--- config.mk ---
export PLATFORM = sky130hd
export DESIGN_NAME = dline_responder
export DESIGN_NICKNAME = d
export VERILOG_FILES = /design/src/rtl/rv32i_types.sv /design/src/rtl/dline_array.sv /design/src/rtl/dline_responder.sv
export SDC_FILE = /design/constraint.sdc
export NUM_CORES = 1
export LEC_CHECK = 0
export CAP_MARGIN = 20
export CORE_AREA = 2 2 251 253
export DETAILED_ROUTE_END_ITERATION = 6
export DIE_AREA = 0 0 253 255
export PLACE_DENSITY = 0.64
export SYNTH_ARGS = -nofsm -noshare
export SYNTH_HDL_FRONTEND = slang
export SYNTH_SLANG_ARGS = --single-unit
--- constraint.sdc ---
create_clock -name clk -period 3.6 [get_ports clk]
set_input_delay 1.08 -clock clk [delete_from_list [all_inputs] [get_ports clk]]
set_output_delay 1.08 -clock clk [all_outputs]
set_load 0.01 [all_outputs]
--- src/rtl/rv32i_types.sv ---
`default_nettype none
// ============================================================================
// Module   : rv32i_types (package)
// Brief    : Shared types and constants for the data-side line responder.
// Revision : 1.0
// ============================================================================
package rv32i_types;

    localparam int DLINE_OFFSET_BITS = 5;
    localparam int DLINE_TAG_BITS    = 32 - DLINE_OFFSET_BITS;
    localparam int DLINE_BITS        = 8 << DLINE_OFFSET_BITS;

    typedef logic [DLINE_BITS-1:0] dline_t;

    typedef enum logic [1:0] {
        IDLE = 2'd0,
        RESP = 2'd1,
        WB   = 2'd2,
        FILL = 2'd3
    } dline_state_t;

endpackage
`default_nettype wire

--- src/rtl/dline_array.sv ---
`default_nettype none
// ============================================================================
// Module   : dline_array
// Brief    : Single write-back line store with word read-mux, byte-masked
//            word write and full-line load.
// Revision : 1.0
// ============================================================================
module dline_array
    import rv32i_types::*;
#(
    parameter int OFFSET_BITS = DLINE_OFFSET_BITS
) (
    input  logic                        clk,
    input  logic                        rst_n,
    input  logic [OFFSET_BITS-3:0]      i_word_idx,
    input  logic                        i_wr_en,
    input  logic [3:0]                  i_wmask,
    input  logic [31:0]                 i_wdata,
    input  logic                        i_load_en,
    input  logic [(8<<OFFSET_BITS)-1:0] i_load_data,
    input  logic [31-OFFSET_BITS:0]     i_load_tag,
    input  logic                        i_clr_dirty,
    output logic [31:0]                 o_rd_word,
    output logic [(8<<OFFSET_BITS)-1:0] o_line,
    output logic [31-OFFSET_BITS:0]     o_tag,
    output logic                        o_valid,
    output logic                        o_dirty
);

    logic [(8<<OFFSET_BITS)-1:0] r_data;
    logic [31-OFFSET_BITS:0]     r_tag;
    logic                        r_valid;
    logic                        r_dirty;
    logic [31:0]                 w_merged;

    assign o_rd_word = r_data[{i_word_idx, 5'b00000} +: 32];
    assign o_line    = r_data;
    assign o_tag     = r_tag;
    assign o_valid   = r_valid;
    assign o_dirty   = r_dirty;

    generate
        for (genvar b = 0; b < 4; b++) begin : g_byte
            assign w_merged[8*b +: 8] = i_wmask[b] ? i_wdata[8*b +: 8] : o_rd_word[8*b +: 8];
        end
    endgenerate

    always_ff @(posedge clk or negedge rst_n) begin
        if (!rst_n) begin
            r_data  <= '0;
            r_tag   <= '0;
            r_valid <= 1'b0;
            r_dirty <= 1'b0;
        end else if (i_load_en) begin
            r_data  <= i_load_data;
            r_tag   <= i_load_tag;
            r_valid <= 1'b1;
            r_dirty <= 1'b0;
        end else begin
            if (i_wr_en) begin
                r_data[{i_word_idx, 5'b00000} +: 32] <= w_merged;
                // An all-zero mask changes nothing, so the line stays clean.
                if (|i_wmask) begin
                    r_dirty <= 1'b1;
                end
            end
            if (i_clr_dirty) begin
                r_dirty <= 1'b0;
            end
        end
    end

endmodule
`default_nettype wire

--- src/rtl/dline_responder.sv ---
`default_nettype none
// ============================================================================
// Module   : dline_responder
// Brief    : MEM-stage word responder backed by one write-back line buffer.
// Revision : 1.0
// ============================================================================
module dline_responder
    import rv32i_types::*;
#(
    parameter int OFFSET_BITS = DLINE_OFFSET_BITS
) (
    input  logic                        clk,
    input  logic                        reset,
    input  logic                        read_b,
    input  logic                        write,
    input  logic [3:0]                  wmask,
    input  logic [31:0]                 address_b,
    input  logic [31:0]                 wdata,
    output logic                        resp_b,
    output logic [31:0]                 rdata_b,
    output logic                        pmem_read,
    output logic                        pmem_write,
    output logic [31:0]                 pmem_address,
    output logic [(8<<OFFSET_BITS)-1:0] pmem_wdata,
    input  logic [(8<<OFFSET_BITS)-1:0] pmem_rdata,
    input  logic                        pmem_resp
);

    dline_state_t                r_state;
    dline_state_t                w_next;
    logic [31-OFFSET_BITS:0]     w_addr_tag;
    logic [OFFSET_BITS-3:0]      w_word_idx;
    logic [31:0]                 w_rd_word;
    logic [(8<<OFFSET_BITS)-1:0] w_line;
    logic [31-OFFSET_BITS:0]     w_tag;
    logic                        w_valid;
    logic                        w_dirty;
    logic                        w_hit;
    logic                        w_req;
    logic                        w_wr_en;
    logic                        w_load_en;
    logic                        w_clr_dirty;
    logic                        w_unused_addr;

    assign w_addr_tag    = address_b[31:OFFSET_BITS];
    assign w_word_idx    = address_b[OFFSET_BITS-1:2];
    assign w_unused_addr = ^address_b[1:0];
    assign w_hit         = w_valid && (w_tag == w_addr_tag);
    assign w_req         = read_b | write;

    dline_array #(
        .OFFSET_BITS (OFFSET_BITS)
    ) u_array (
        .clk         (clk),
        .rst_n       (reset),
        .i_word_idx  (w_word_idx),
        .i_wr_en     (w_wr_en),
        .i_wmask     (wmask),
        .i_wdata     (wdata),
        .i_load_en   (w_load_en),
        .i_load_data (pmem_rdata),
        .i_load_tag  (w_addr_tag),
        .i_clr_dirty (w_clr_dirty),
        .o_rd_word   (w_rd_word),
        .o_line      (w_line),
        .o_tag       (w_tag),
        .o_valid     (w_valid),
        .o_dirty     (w_dirty)
    );

    always_ff @(posedge clk or negedge reset) begin
        if (!reset) begin
            r_state <= IDLE;
        end else begin
            r_state <= w_next;
        end
    end

    // Outputs decode from state alone, so an asynchronous reset clears them at once.
    always_comb begin
        w_next       = r_state;
        resp_b       = 1'b0;
        rdata_b      = '0;
        pmem_read    = 1'b0;
        pmem_write   = 1'b0;
        pmem_address = '0;
        pmem_wdata   = '0;
        w_wr_en      = 1'b0;
        w_load_en    = 1'b0;
        w_clr_dirty  = 1'b0;
        case (r_state)
            IDLE: begin
                if (w_req) begin
                    if (w_hit)        w_next = RESP;
                    else if (w_dirty) w_next = WB;
                    else              w_next = FILL;
                end
            end
            RESP: begin
                resp_b  = 1'b1;
                rdata_b = w_rd_word;
                w_wr_en = write;
                w_next  = IDLE;
            end
            WB: begin
                pmem_write   = 1'b1;
                pmem_address = {w_tag, {OFFSET_BITS{1'b0}}};
                pmem_wdata   = w_line;
                if (pmem_resp) begin
                    w_clr_dirty = 1'b1;
                    w_next      = w_req ? FILL : IDLE;
                end
            end
            FILL: begin
                pmem_read    = 1'b1;
                pmem_address = {w_addr_tag, {OFFSET_BITS{1'b0}}};
                if (pmem_resp) begin
                    w_load_en = 1'b1;
                    w_next    = w_req ? RESP : IDLE;
                end
            end
            default: w_next = IDLE;
        endcase
    end

endmodule
`default_nettype wire

After elaboration in Yosys (flattened, before gate mapping)

Index checks and enable logic that the tools add are counted.

Output and inout bits: 323
Logic and storage cells: 54
Input port bits: 329
Bits in registers: 287

Bitwise operators: 1
Multiplexer cells: 29
Add/sub/neg operators: 1
Equality and inequality tests: 7
Shift-type cells: 3
Reduce and logical (&&, ||, !) cells: 8

Operators by type and width:

| cell                                                                      | count |
|---|---|
| 256-bit 2-to-1 mux                                                        | 3 |
| 256-bit bitwise mux                                                       | 1 |
| 32-bit by 10-bit variable shift with 256-bit output, first input constant | 1 |
| 256-bit by 9-bit variable part select with 32-bit output                  | 1 |
| 32-bit by 10-bit variable part select with 256-bit output                 | 1 |
| 32-bit case mux with 2 select lines                                       | 1 |
| 32-bit 2-to-1 mux                                                         | 1 |
| 8-bit 2-to-1 mux                                                          | 4 |
| 27-bit == test                                                            | 1 |
| 1-bit 2-to-1 mux                                                          | 13 |
| 2-bit 2-to-1 mux                                                          | 5 |
| 8-bit negation with 10-bit output                                         | 1 |
| 2-bit case mux with 4 select lines                                        | 1 |
| 2-bit inequality test, second input constant                              | 3 |
| 3-bit nonzero test                                                        | 2 |
| 2-bit == test, second input constant                                      | 2 |
| 4-bit OR reduction                                                        | 1 |
| 3-bit AND reduction                                                       | 1 |
| 2-bit by 1-bit == test with 1-bit output, second input constant           | 1 |
| 2-bit logical NOT                                                         | 1 |
| 2-bit AND reduction                                                       | 1 |
| 2-bit nonzero test                                                        | 1 |
| 1-bit logical AND                                                         | 1 |
| 1-bit bitwise OR                                                          | 1 |

Logic depth before layout (Yosys ltp)

Depth after elaboration: 6
Gate-level depth with buffers: 14

Hierarchy

Synthesis repeated with hierarchy kept, for this count alone.

Cells, all modules: 1956
Area, all modules: 18946.9 µm²

By module, submodules not included:

| module          | sequential area each (µm²) | instances | area an instance (µm²) | cells each |
|---|---|---|---|---|
| dline_array     | 7131.8                     | 1         | 16120.5                | 1516 |
| dline_responder | 50.0                       | 1         | 2826.5                 | 440 |

Least setup slack after synthesis

OpenSTA, ideal clock, no wires.

Path kind: input port to flip-flop
Start: input port address_b[4]
End: register u_array.r_data[71] (netlist: u_array.o_line[71])
Data required time: 3.462 ns
Arrival time: 3.566 ns
Stages: 14
Slack: -0.104 ns
Path through: buf_2 buf_4 buf_2 inv_1 ha_1 clkbuf_1 o311ai_1 or3_1 buf_2 and2_1 buf_6 buf_6 a221oi_2 o21ai_0

Cells in the longest elaborated chain, start to end: 6
Elaborated cells between the ends (all ways): 11
Those cells by class: add/sub (1); shift (3); mux (7)

Ends and longest elaborated chain:

| what                                                      | line                  | source |
|---|---|---|
| start, declared                                           | dline_responder.sv:17 | `input logic [31:0] address_b,` |
| 256-bit by 9-bit variable part select with 32-bit output  | dline_array.sv:36     | `assign o_rd_word = r_data[{i_word_idx, 5'b00000} +: 32];` |
| 8-bit 2-to-1 mux                                          | dline_array.sv:44     | `assign w_merged[8*b +: 8] = i_wmask[b] ? i_wdata[8*b +: 8] : o_rd_word[8*b +: 8];` |
| 32-bit by 10-bit variable part select with 256-bit output | dline_array.sv:61     | `r_data[{i_word_idx, 5'b00000} +: 32] <= w_merged;` |
| 256-bit bitwise mux (*)                                   | dline_array.sv:61     |  |
| 256-bit 2-to-1 mux (*)                                    | dline_array.sv:60     | `if (i_wr_en) begin` |
| 256-bit 2-to-1 mux (*)                                    | dline_array.sv:54     | `end else if (i_load_en) begin` |
| end signal, assigned                                      | dline_array.sv:55     | `r_data <= i_load_data;` |
| end signal, assigned by index                             | dline_array.sv:61     |  |
| end, declared                                             | dline_array.sv:30     | `logic [(8<<OFFSET_BITS)-1:0] r_data;` |

Mark *: on every way between the ends. The rest lies on a longest branch, timed or not. The select of a mux whose other input is x is not followed.
A chain may end at the register's enable or synchronous reset.

Final worst setup path

Start: register r_state[1]
End: output port pmem_wdata[75]

Cells in the longest elaborated chain, start to end: 2

Ends and longest elaborated chain:

| what                   | line                  | source |
|---|---|---|
| start, declared        | dline_responder.sv:29 | `dline_state_t r_state;` |
| start signal, assigned | dline_responder.sv:75 | `r_state <= w_next;` |
| 2-bit == test          | dline_responder.sv:91 | `case (r_state)` |
| 256-bit 2-to-1 mux     | dline_responder.sv:91 |  |
| end, declared          | dline_responder.sv:24 | `output logic [(8<<OFFSET_BITS)-1:0] pmem_wdata,` |

No other way between the ends.

==> metrics <==
Area Overhead vs Synth 57.3%; Fin. Hold Viols 0; Post-synth ARST share 100%; number of synthesized flops with an enable pin 0; main combinational cell family by area after synthesis compound AO/OA/AOI/OAI gates; max_cap viols 0; critical path class reg -> out; total power 0.0220 W; top post-synthesis cells by area dfrtp_1, and2_1, a22oi_1; core area 62200 µm²; worst path cell trace inv_1, nor2_4, clkbuf_16, and2_1, clkdlybuf4s50_1; Avg WL per Cell 27.6 µm; via-per-instance ratio 5.67; CTS Hold Bufs 0; Cells after Synth 1856; Sink Count 287; crit path DAT 2.55 ns; FMAX 275 MHz; # DRC 0; GRT Util Overall 27.5%; Final #Nets 2868; Rows 92; first-pass GRT wire length 131000 µm; vias in the first global route 19300; worst setup margin -0.0318 ns; post-synthesis cell area 17500 µm²; die extent in x 253 µm; commonest non-fill, non-tap cell in the layout clkdlybuf4s50_1; Adder-Cell Fraction of Synth Area 0.143%; Synth Area in XOR/XNOR 1.35%; CP startpoint kind flip-flop; Leak 11.4 nW; dpl cells 3279; share of layout cells above drive strength 1 15.3%; CP max-delay cell clkdlybuf4s50_1; RePlAce Congestion 0.966; post-synth top area share 41.1%; mux cell area share after synthesis 10.8%; Top FF cell, synth dfrtp_1; Max VDD drop 0.000487 V; buffers added on ports 644; Inserted Clock Buffers 37; flops & latches, synth 287; die area 64500 µm²; Critical Path Stages 5; Final Skew 0.0281 ns; Yosys Warn Count 0; Clock Pin Slew Worst Setup and Hold Paths 0.06 ns; actual slew at the worst max-slew pin 0.758 ns; Post-Place Worst Slack -1.05 ns; Worst Hold Class reg -> reg; final slew viol count 0; Slew headroom 49.5%; Register-to-Register Path Depth 6; CTS tree yes; clock latency on the worst-skew pair 0.56 ns; antenna violations before repair 6; via count 19100; Max stage delay on crit path 0.58 ns; Layout Cells excl Fill 3369; Clock Path Buffers 3; First-pass DRT Iterations 5; Final period util 101%; final setup vio count 6; cell count of the worst hold path 1; CTS H-tree depth 2; Hold Slack 0.475 ns; critical path data required time 2.52 ns; I/O pin total 652; failing checks negative setup slack; Power per Cell Area 800 nW/µm²; most frequent cells in the layout clkdlybuf4s50_1, dfrtp_1, and2_1; Worst setup EP type output pin; starting density of the core 28.1%; cell taking the most area after synthesis dfrtp_1; maximum fanout along the worst path 117; RSZ-0062 raised after global routing true; CTS root buffer clkbuf_16; grt ovf 0; Worst path top cell family by delay buffers and inverters; dpl hpwl 67000 µm; syn_area_per_cell 9.43 µm²; DRT iter0 DRCs 1831; die span in y 255 µm; Buf+Inv Stages, Crit Path 3; Netlist cell types 51; simple-gate portion of the synthesized area 19.1%; antenna viol nets, final 0; complex-gate fraction of the synthesized area 22.8%; fin crit period 3.63 ns; status finished with violations; sequential area share after synthesis 41.1%; largest net degree at the start of global routing 118; final WL 93000 µm
[cell families (layout without fill, tap and decap cells)]
group                      after synthesis  in the layout
muxes                                  140            140
xor gates and xnor gates                27             27
and+or+nand+nor                        665            665
buffers and inverters                  176            881
AOI/OAI and AO/OA                      558            558
DFF                                    287            287
other                                    1             10
adders and majority gates                2              2
[where the power goes]
group	total (W)	internal [W]	switching, W
clock network	0.00401	0.00249	0.00152
registers	0.00639	0.00476	0.00163
logic	0.0116	0.00587	0.00574
[cells in the mapped netlist (16+ instances only)]
cell and n:
a221oi_1 33, mux4_2 30, a31oi_1 20, a221o_1 16, o211ai_1 18, dfrtp_1 287, and2_1 262, nor2_1 159
o21ai_1 48, mux2i_1 96, nand2_1 192, clkbuf_1 101, and3_1 17, o21a_1 17, a221oi_2 40, a22oi_1 183
o21ai_0 176, buf_2 27
[what timing repair did]
| item | 4_1_cts | 5_1_grt |
|---|---|---|
| cloned | 2 | 1 |
| pin swaps | 6 | 5 |
| buffers inserted | 12 | 3 |
| setup endpoints to repair | 207 | 56 |
| resized for setup | 98 | 69 |
[area by class of cell]
| cell class | instances | area, µm² |
|---|---|---|
| Clock buffer | 57 | 1150 |
| Antenna cell | 5 | 12.5 |
| Tap cell | 799 | 1000 |
| Inverter | 6 | 27.5 |
| Multi-Input combinational cell | 1397 | 9760 |
| Clock inverter | 10 | 158 |
| Timing Repair Buffer | 808 | 8210 |
| Sequential cell | 287 | 7180 |
| Fill cell | 5880 | 34600 |
[stage by stage]
| stage | setup TNS, ns | util (%) | area (µm²) |
|---|---|---|---|
| after CTS | 0 | 44.0 | 27400 |
| after floorplan | 0 | - | 17500 |
| after detailed placement | -182.56 | 41.4 | 25800 |
| after global routing | -0.784 | 44.2 | 27500 |
| final | -0.0899 | 44.3 | 27500 |
| after global placement | -163.89 | 41.4 | 25800 |
[sequential cells by signal, summed over array words and instances, names as in the netlist]
| name | cells |
|---|---|
| r_state | 2 |
| u_array.o_tag | 27 |
| u_array.o_valid | 1 |
| u_array.o_line | 256 |
| u_array.o_dirty | 1 |
[worst register-to-register path, cell delays in order (launching register included)]
cell and delay, ns:
dfrtp_2 0.40, buf_4 0.51, nand4bb_4 0.22, or4_2 0.67, buf_4 0.30, buf_12 0.22, o21ai_0 0.21
[layer usage]
layer  global-route usage, %  routed length, µm  up-vias
met2                    44.7              43500     1247
met4                    12.7               4580        6
met1                    34.7              36400     9505
met3                    6.21               8560      260
li1                        -                  -     8083
met5                       0                 33        -
[path summary, 6_finish.rpt]
path                                 startpoint                   to  slack, ns
worst min register to register  u_array.o_valid      u_array.o_valid       0.48
min in group asynchronous                 reset   u_array.o_line[81]       0.55
worst max-delay path                 r_state[1]       pmem_wdata[75]      -0.03
max in group asynchronous                 reset  u_array.o_line[104]       2.13
worst min-delay path            u_array.o_valid      u_array.o_valid       0.48
worst max register to register       r_state[0]  u_array.o_line[215]       0.94
(Power assumes the default switching activity.)
